## src/rtl/hc595_pkg.sv

```systemverilog
`default_nettype none
// ============================================================================
//  Module      : hc595_pkg
//  Description : Shared types and constants for the 74HC595 chain driver.
//                FSM state encoding, default word width / divider, and the
//                frame-length helper.
//  Revision    : 1.0 - initial release
// ============================================================================
package hc595_pkg;

  // Frame phases: one shcp low/high pair per bit, then an stcp high/low pair.
  typedef enum logic [2:0] {
    ST_IDLE     = 3'd0,
    ST_SHIFT_LO = 3'd1,
    ST_SHIFT_HI = 3'd2,
    ST_LATCH_HI = 3'd3,
    ST_LATCH_LO = 3'd4
  } state_e;

  localparam int DATA_W_DEF   = 16;  // two cascaded 595s
  localparam int HALF_DIV_DEF = 2;   // shcp = clk/4

  // Every phase lasts HALF_DIV clk cycles; DATA_W bit pairs plus the latch pair.
  function automatic int frame_cycles(input int data_w, input int half_div);
    return (2 * data_w + 2) * half_div;
  endfunction

  localparam int FRAME_CYCLES_DEF = (2 * DATA_W_DEF + 2) * HALF_DIV_DEF;

endpackage
`default_nettype wire

```

## src/rtl/hc595_tick_gen.sv

```systemverilog
`default_nettype none
// ============================================================================
//  Module      : hc595_tick_gen
//  Description : Phase timebase. Counts clk cycles while enabled and emits a
//                one-cycle tick every HALF_DIV cycles. A synchronous clear
//                parks the counter at zero so the first phase after a clear
//                is a full HALF_DIV cycles long.
//  Ports       : clk   - system clock
//                rst_n - asynchronous active-low reset
//                en    - count enable
//                clr   - synchronous clear (wins over en)
//                tick  - high on the last cycle of each HALF_DIV window
//  Revision    : 1.0 - initial release
// ============================================================================
module hc595_tick_gen #(
  parameter int HALF_DIV = 2
) (
  input  logic clk,
  input  logic rst_n,
  input  logic en,
  input  logic clr,
  output logic tick
);

  localparam int CNT_W = (HALF_DIV > 1) ? $clog2(HALF_DIV) : 1;
  localparam logic [CNT_W-1:0] CNT_MAX = CNT_W'(HALF_DIV - 1);
  localparam logic [CNT_W-1:0] CNT_ONE = CNT_W'(1);

  logic [CNT_W-1:0] cnt_q;
  logic [CNT_W-1:0] cnt_d;

  always_comb begin
    cnt_d = cnt_q;
    tick  = 1'b0;
    if (clr) begin
      cnt_d = '0;
    end else if (en) begin
      if (cnt_q == CNT_MAX) begin
        cnt_d = '0;
        tick  = 1'b1;
      end else begin
        cnt_d = cnt_q + CNT_ONE;
      end
    end
  end

  always_ff @(posedge clk or negedge rst_n) begin
    if (!rst_n) begin
      cnt_q <= '0;
    end else begin
      cnt_q <= cnt_d;
    end
  end

endmodule
`default_nettype wire

```

## src/rtl/hc595_shift_driver.sv

```systemverilog
`default_nettype none
// ============================================================================
//  Module      : hc595_shift_driver
//  Description : Continuously refreshes a chain of cascaded 74HC595 shift
//                registers from a parallel word. Each frame shifts the word
//                MSB first on ds/shcp and finishes with one stcp pulse.
//  Ports       : clk   - system clock (rising edge)
//                rst_n - asynchronous active-low reset
//                data  - parallel word, sampled only at frame start
//                en    - refresh enable, frames run back-to-back while high
//                ds    - serial data to SER (registered)
//                shcp  - shift clock to SRCLK (registered)
//                stcp  - storage clock to RCLK (registered)
//  Revision    : 1.0 - initial release
// ============================================================================
module hc595_shift_driver
  import hc595_pkg::*;
#(
  parameter int DATA_W   = DATA_W_DEF,
  parameter int HALF_DIV = HALF_DIV_DEF
) (
  input  logic              clk,
  input  logic              rst_n,
  input  logic [DATA_W-1:0] data,
  input  logic              en,
  output logic              ds,
  output logic              shcp,
  output logic              stcp
);

  localparam int BIT_W = (DATA_W > 1) ? $clog2(DATA_W) : 1;
  localparam logic [BIT_W-1:0] BIT_MAX = BIT_W'(DATA_W - 1);
  localparam logic [BIT_W-1:0] BIT_ONE = BIT_W'(1);

  state_e              state_q, state_d;
  logic [DATA_W-1:0]   shadow_q, shadow_d;
  logic [BIT_W-1:0]    bit_q, bit_d;
  logic                ds_q, ds_d;
  logic                shcp_q, shcp_d;
  logic                stcp_q, stcp_d;
  logic                tick;
  logic                in_idle;

  // The divider is held cleared in IDLE so each frame starts on a fresh
  // HALF_DIV window; back-to-back frames keep it running.
  assign in_idle = (state_q == ST_IDLE);

  hc595_tick_gen #(
    .HALF_DIV (HALF_DIV)
  ) u_tick_gen (
    .clk   (clk),
    .rst_n (rst_n),
    .en    (!in_idle),
    .clr   (in_idle),
    .tick  (tick)
  );

  // Next-state, shadow capture and bit counter.
  always_comb begin
    state_d  = state_q;
    shadow_d = shadow_q;
    bit_d    = bit_q;
    case (state_q)
      ST_IDLE: begin
        if (en) begin
          shadow_d = data;
          bit_d    = BIT_MAX;
          state_d  = ST_SHIFT_LO;
        end
      end
      ST_SHIFT_LO: begin
        if (tick) state_d = ST_SHIFT_HI;
      end
      ST_SHIFT_HI: begin
        if (tick) begin
          if (bit_q != '0) begin
            bit_d   = bit_q - BIT_ONE;
            state_d = ST_SHIFT_LO;
          end else begin
            state_d = ST_LATCH_HI;
          end
        end
      end
      ST_LATCH_HI: begin
        if (tick) state_d = ST_LATCH_LO;
      end
      ST_LATCH_LO: begin
        if (tick) begin
          if (en) begin
            shadow_d = data;
            bit_d    = BIT_MAX;
            state_d  = ST_SHIFT_LO;
          end else begin
            state_d = ST_IDLE;
          end
        end
      end
      default: state_d = ST_IDLE;
    endcase
  end

  // Outputs are decoded from the next state and registered, so the pins
  // change on the same edge as the state register and never glitch.
  always_comb begin
    ds_d   = 1'b0;
    shcp_d = 1'b0;
    stcp_d = 1'b0;
    case (state_d)
      ST_SHIFT_LO: ds_d = shadow_d[bit_d];
      ST_SHIFT_HI: begin
        ds_d   = shadow_d[bit_d];
        shcp_d = 1'b1;
      end
      ST_LATCH_HI: stcp_d = 1'b1;
      default: begin
        ds_d   = 1'b0;
        shcp_d = 1'b0;
        stcp_d = 1'b0;
      end
    endcase
  end

  always_ff @(posedge clk or negedge rst_n) begin
    if (!rst_n) begin
      state_q  <= ST_IDLE;
      shadow_q <= '0;
      bit_q    <= '0;
      ds_q     <= 1'b0;
      shcp_q   <= 1'b0;
      stcp_q   <= 1'b0;
    end else begin
      state_q  <= state_d;
      shadow_q <= shadow_d;
      bit_q    <= bit_d;
      ds_q     <= ds_d;
      shcp_q   <= shcp_d;
      stcp_q   <= stcp_d;
    end
  end

  assign ds   = ds_q;
  assign shcp = shcp_q;
  assign stcp = stcp_q;

endmodule
`default_nettype wire

```

## config.mk

```make
export PLATFORM = sky130hd
export DESIGN_NAME = hc595_shift_driver
export DESIGN_NICKNAME = d
export VERILOG_FILES = /design/src/rtl/hc595_pkg.sv /design/src/rtl/hc595_tick_gen.sv /design/src/rtl/hc595_shift_driver.sv
export SDC_FILE = /design/constraint.sdc
export NUM_CORES = 1
export LEC_CHECK = 0
export CORE_MARGIN = 8
export CORE_UTILIZATION = 25
export DETAILED_ROUTE_END_ITERATION = 12
export GPL_ROUTABILITY_DRIVEN = 0
export PLACE_DENSITY = 0.49
export SLEW_MARGIN = 20
export SYNTH_ARGS = -nofsm -noshare
export SYNTH_HDL_FRONTEND = slang
export SYNTH_SLANG_ARGS = --single-unit
```

## constraint.sdc

```tcl
create_clock -name clk -period 3.4 [get_ports clk]
set_clock_uncertainty 0.05 [all_clocks]
set_input_delay 0.85 -clock clk [delete_from_list [all_inputs] [get_ports clk]]
set_output_delay 0.85 -clock clk [all_outputs]
set_load 0.02 [all_outputs]
```

==> metrics <==
status finished clean; Synth warnings 0; GRT Total Usage 0.0698; detailed placement HPWL 1.94 mm; vias in the first global route 942; layout cells sized above 1 0.209; antenna viol nets, final 0; drc violations 0; PwrDens 798 nW/um2; CTS root buf clkbuf_8; CTS max path bufs 2; Slowest-stage cell, CP clkdlybuf4s50_1; worst hold path type reg2reg; Seq/Total Area, Yosys 0.504; H-tree depth 1; Hold Path End shadow_q[6]; initial drt markers 41; Die X 89.2 um; Via-to-Cell Ratio 4.29; worst setup path class in2reg; fillers 533; Power, Total 1.33 mW; Synth Area per Inst 12.9 um2; Mapped Cells 104; Slew Limit Fails 0; Finished Cell Area 1670 um2; largest net degree at the start of global routing 28; Layout area overhead 24.4%; # hold bufs at CTS 0; CP Buf/Inv Count 1; reg-to-reg endpoint ds; FMAX 384 MHz; clk_lat worst skew 0.26 ns; Pre-Repair DR Iteration Count 4; Num CTS Buffers 3; maximum vdd drop 0.260 mV; # diodes 0; worst hold stages 1; IO Port Bufs 21; CP max stage delay 0.52 ns; Worst slew margin 0.699; PostCTS Resize Cnt 0; commonest non-fill, non-tap cell in the layout dfrtp_1; max cap viols 0; Nets 150; Hold Fails Final Rpt 0; Worst setup SP type input pin; clk slew on worst S/H paths 0.08 ns; total gr overflow 0; CTS tree done; most frequent cells in the layout dfrtp_1, clkdlybuf4s50_1, mux2_2, mux2i_1, nand2_1; Worst Min Path Start shadow_q[6]; Finished Layout Cells 199; I/O pin count 22; Worst Reg-to-Reg Cells 8; Tcrit/Tclk final 0.766; core region area 5140 um2; r2r setup slk 0.87 ns; Crit. Startpoint en; FF+latch area 676 um2; Total Wirelength 2.52 mm; die footprint 7960 um2; Critical Path AT 2.70 ns; crit-path cells clkdlybuf4s50_1, nand3_4, a31oi_4, mux2_4, a2111oi_2, nor4_1; Worst EP required 3.49 ns; final setup vio count 0; Die Y 89.2 um; clk sink count 27; RSZ-0062 raised after global routing no; r2r startpoint bit_q[1]; crit path time final 2.60 ns; initial antenna violation count 0; global-route wire length before repair 4.27 mm; register bit total from synthesis 27; Syn Std Cell Area 1340 um2; Initial Utilization 0.261; syn_nets 124; Lkg Pwr 0.764 nW; vias 853; DP Cell Count 195; setup bufs post-CTS 0; Final TNS setup 0 ns; Distinct cells, synth 33; Crit path max-delay family compound AO/OA/AOI/OAI gates; post-DR wirelength/cell 12.7 um; CP Max Fanout 10; Least-Margin Pin Slew 0.449 ns; Site Rows 26; multi-input logic area 609 um2; Post-Place Cell Area 1620 um2; CP Capture Type flip-flop
through the flow:
stage	hold WS (ns)	util	setup slack, ns
2_1_floorplan	0.410	-	1.01
3_3_place_gp	0.433	0.316	0.516
3_5_place_dp	0.433	0.316	0.484
4_1_cts	0.456	0.325	0.773
5_1_grt	0.472	0.325	0.656
6_report	0.450	0.325	0.797
synthesized netlist by cell type, drive strengths merged:
cell | instances | share of area
or3b | 1 | 0.0084
o21a | 1 | 0.0056
a21o | 1 | 0.0056
o21ai | 4 | 0.015
ha | 1 | 0.0093
mux2i | 10 | 0.075
o22ai | 1 | 0.0047
a31oi | 1 | 0.016
and2 | 1 | 0.0047
nor4 | 1 | 0.0047
nand2b | 2 | 0.015
nand4 | 2 | 0.0093
buf | 3 | 0.028
inv | 5 | 0.014
a2111oi | 1 | 0.011
or2 | 1 | 0.0047
nand3b | 2 | 0.011
nand3 | 2 | 0.017
o211ai | 1 | 0.0056
mux2 | 17 | 0.15
and4bb | 1 | 0.012
nand2 | 8 | 0.022
nor3b | 2 | 0.011
xnor2 | 2 | 0.013
nor2 | 5 | 0.014
dfrtp | 27 | 0.50
and3 | 1 | 0.0084
kinds of logic after synthesis:
family	after synthesis	share of synthesized area
compound gates	10	0.0634
xor+xnor	2	0.0131
fa+ha+maj	1	0.00933
buf+inv	8	0.0420
flops	27	0.504
mux	27	0.226
simple gates	29	0.143
metal layers:
layer	routed length, um	up-vias	global-route usage
met4	38	0	0.0363
li1	-	415	-
met2	1240	18	0.114
met1	1150	415	0.0816
met5	0	-	0
met3	93	5	0.0184
registers in the layout, indices dropped and copies added (netlist names):
register	count
stcp	1
shadow_q	16
u_tick_gen.cnt_q	1
bit_q	4
ds	1
state_q	3
shcp	1
cell type report:
cell class | count | area share
timing repair buffer | 24 | 0.139
multi-input combinational | 69 | 0.365
tap | 70 | 0.0525
clock buffer | 4 | 0.0270
sequential | 27 | 0.405
inverter | 5 | 0.0112
worst max path at each step:
| stage | end | slack [ns] | cells after the start |
|---|---|---|---|
| final | ds | 0.80 | 6 |
| after global routing | ds | 0.66 | 8 |
| after CTS | ds | 0.77 | 6 |
| after detailed placement | ds | 0.48 | 6 |
| after global placement | ds | 0.52 | 6 |
| after floorplan | ds | 1.01 | 9 |
power by group:
| part | internal [mW] | switching (mW) | total [mW] |
|---|---|---|---|
| logic | 0.333 | 0.295 | 0.629 |
| registers | 0.464 | 0.0645 | 0.528 |
| clock network | 0.0837 | 0.0916 | 0.175 |
| total | 0.881 | 0.452 | 1.33 |
Power figures use the tool's default switching activity.
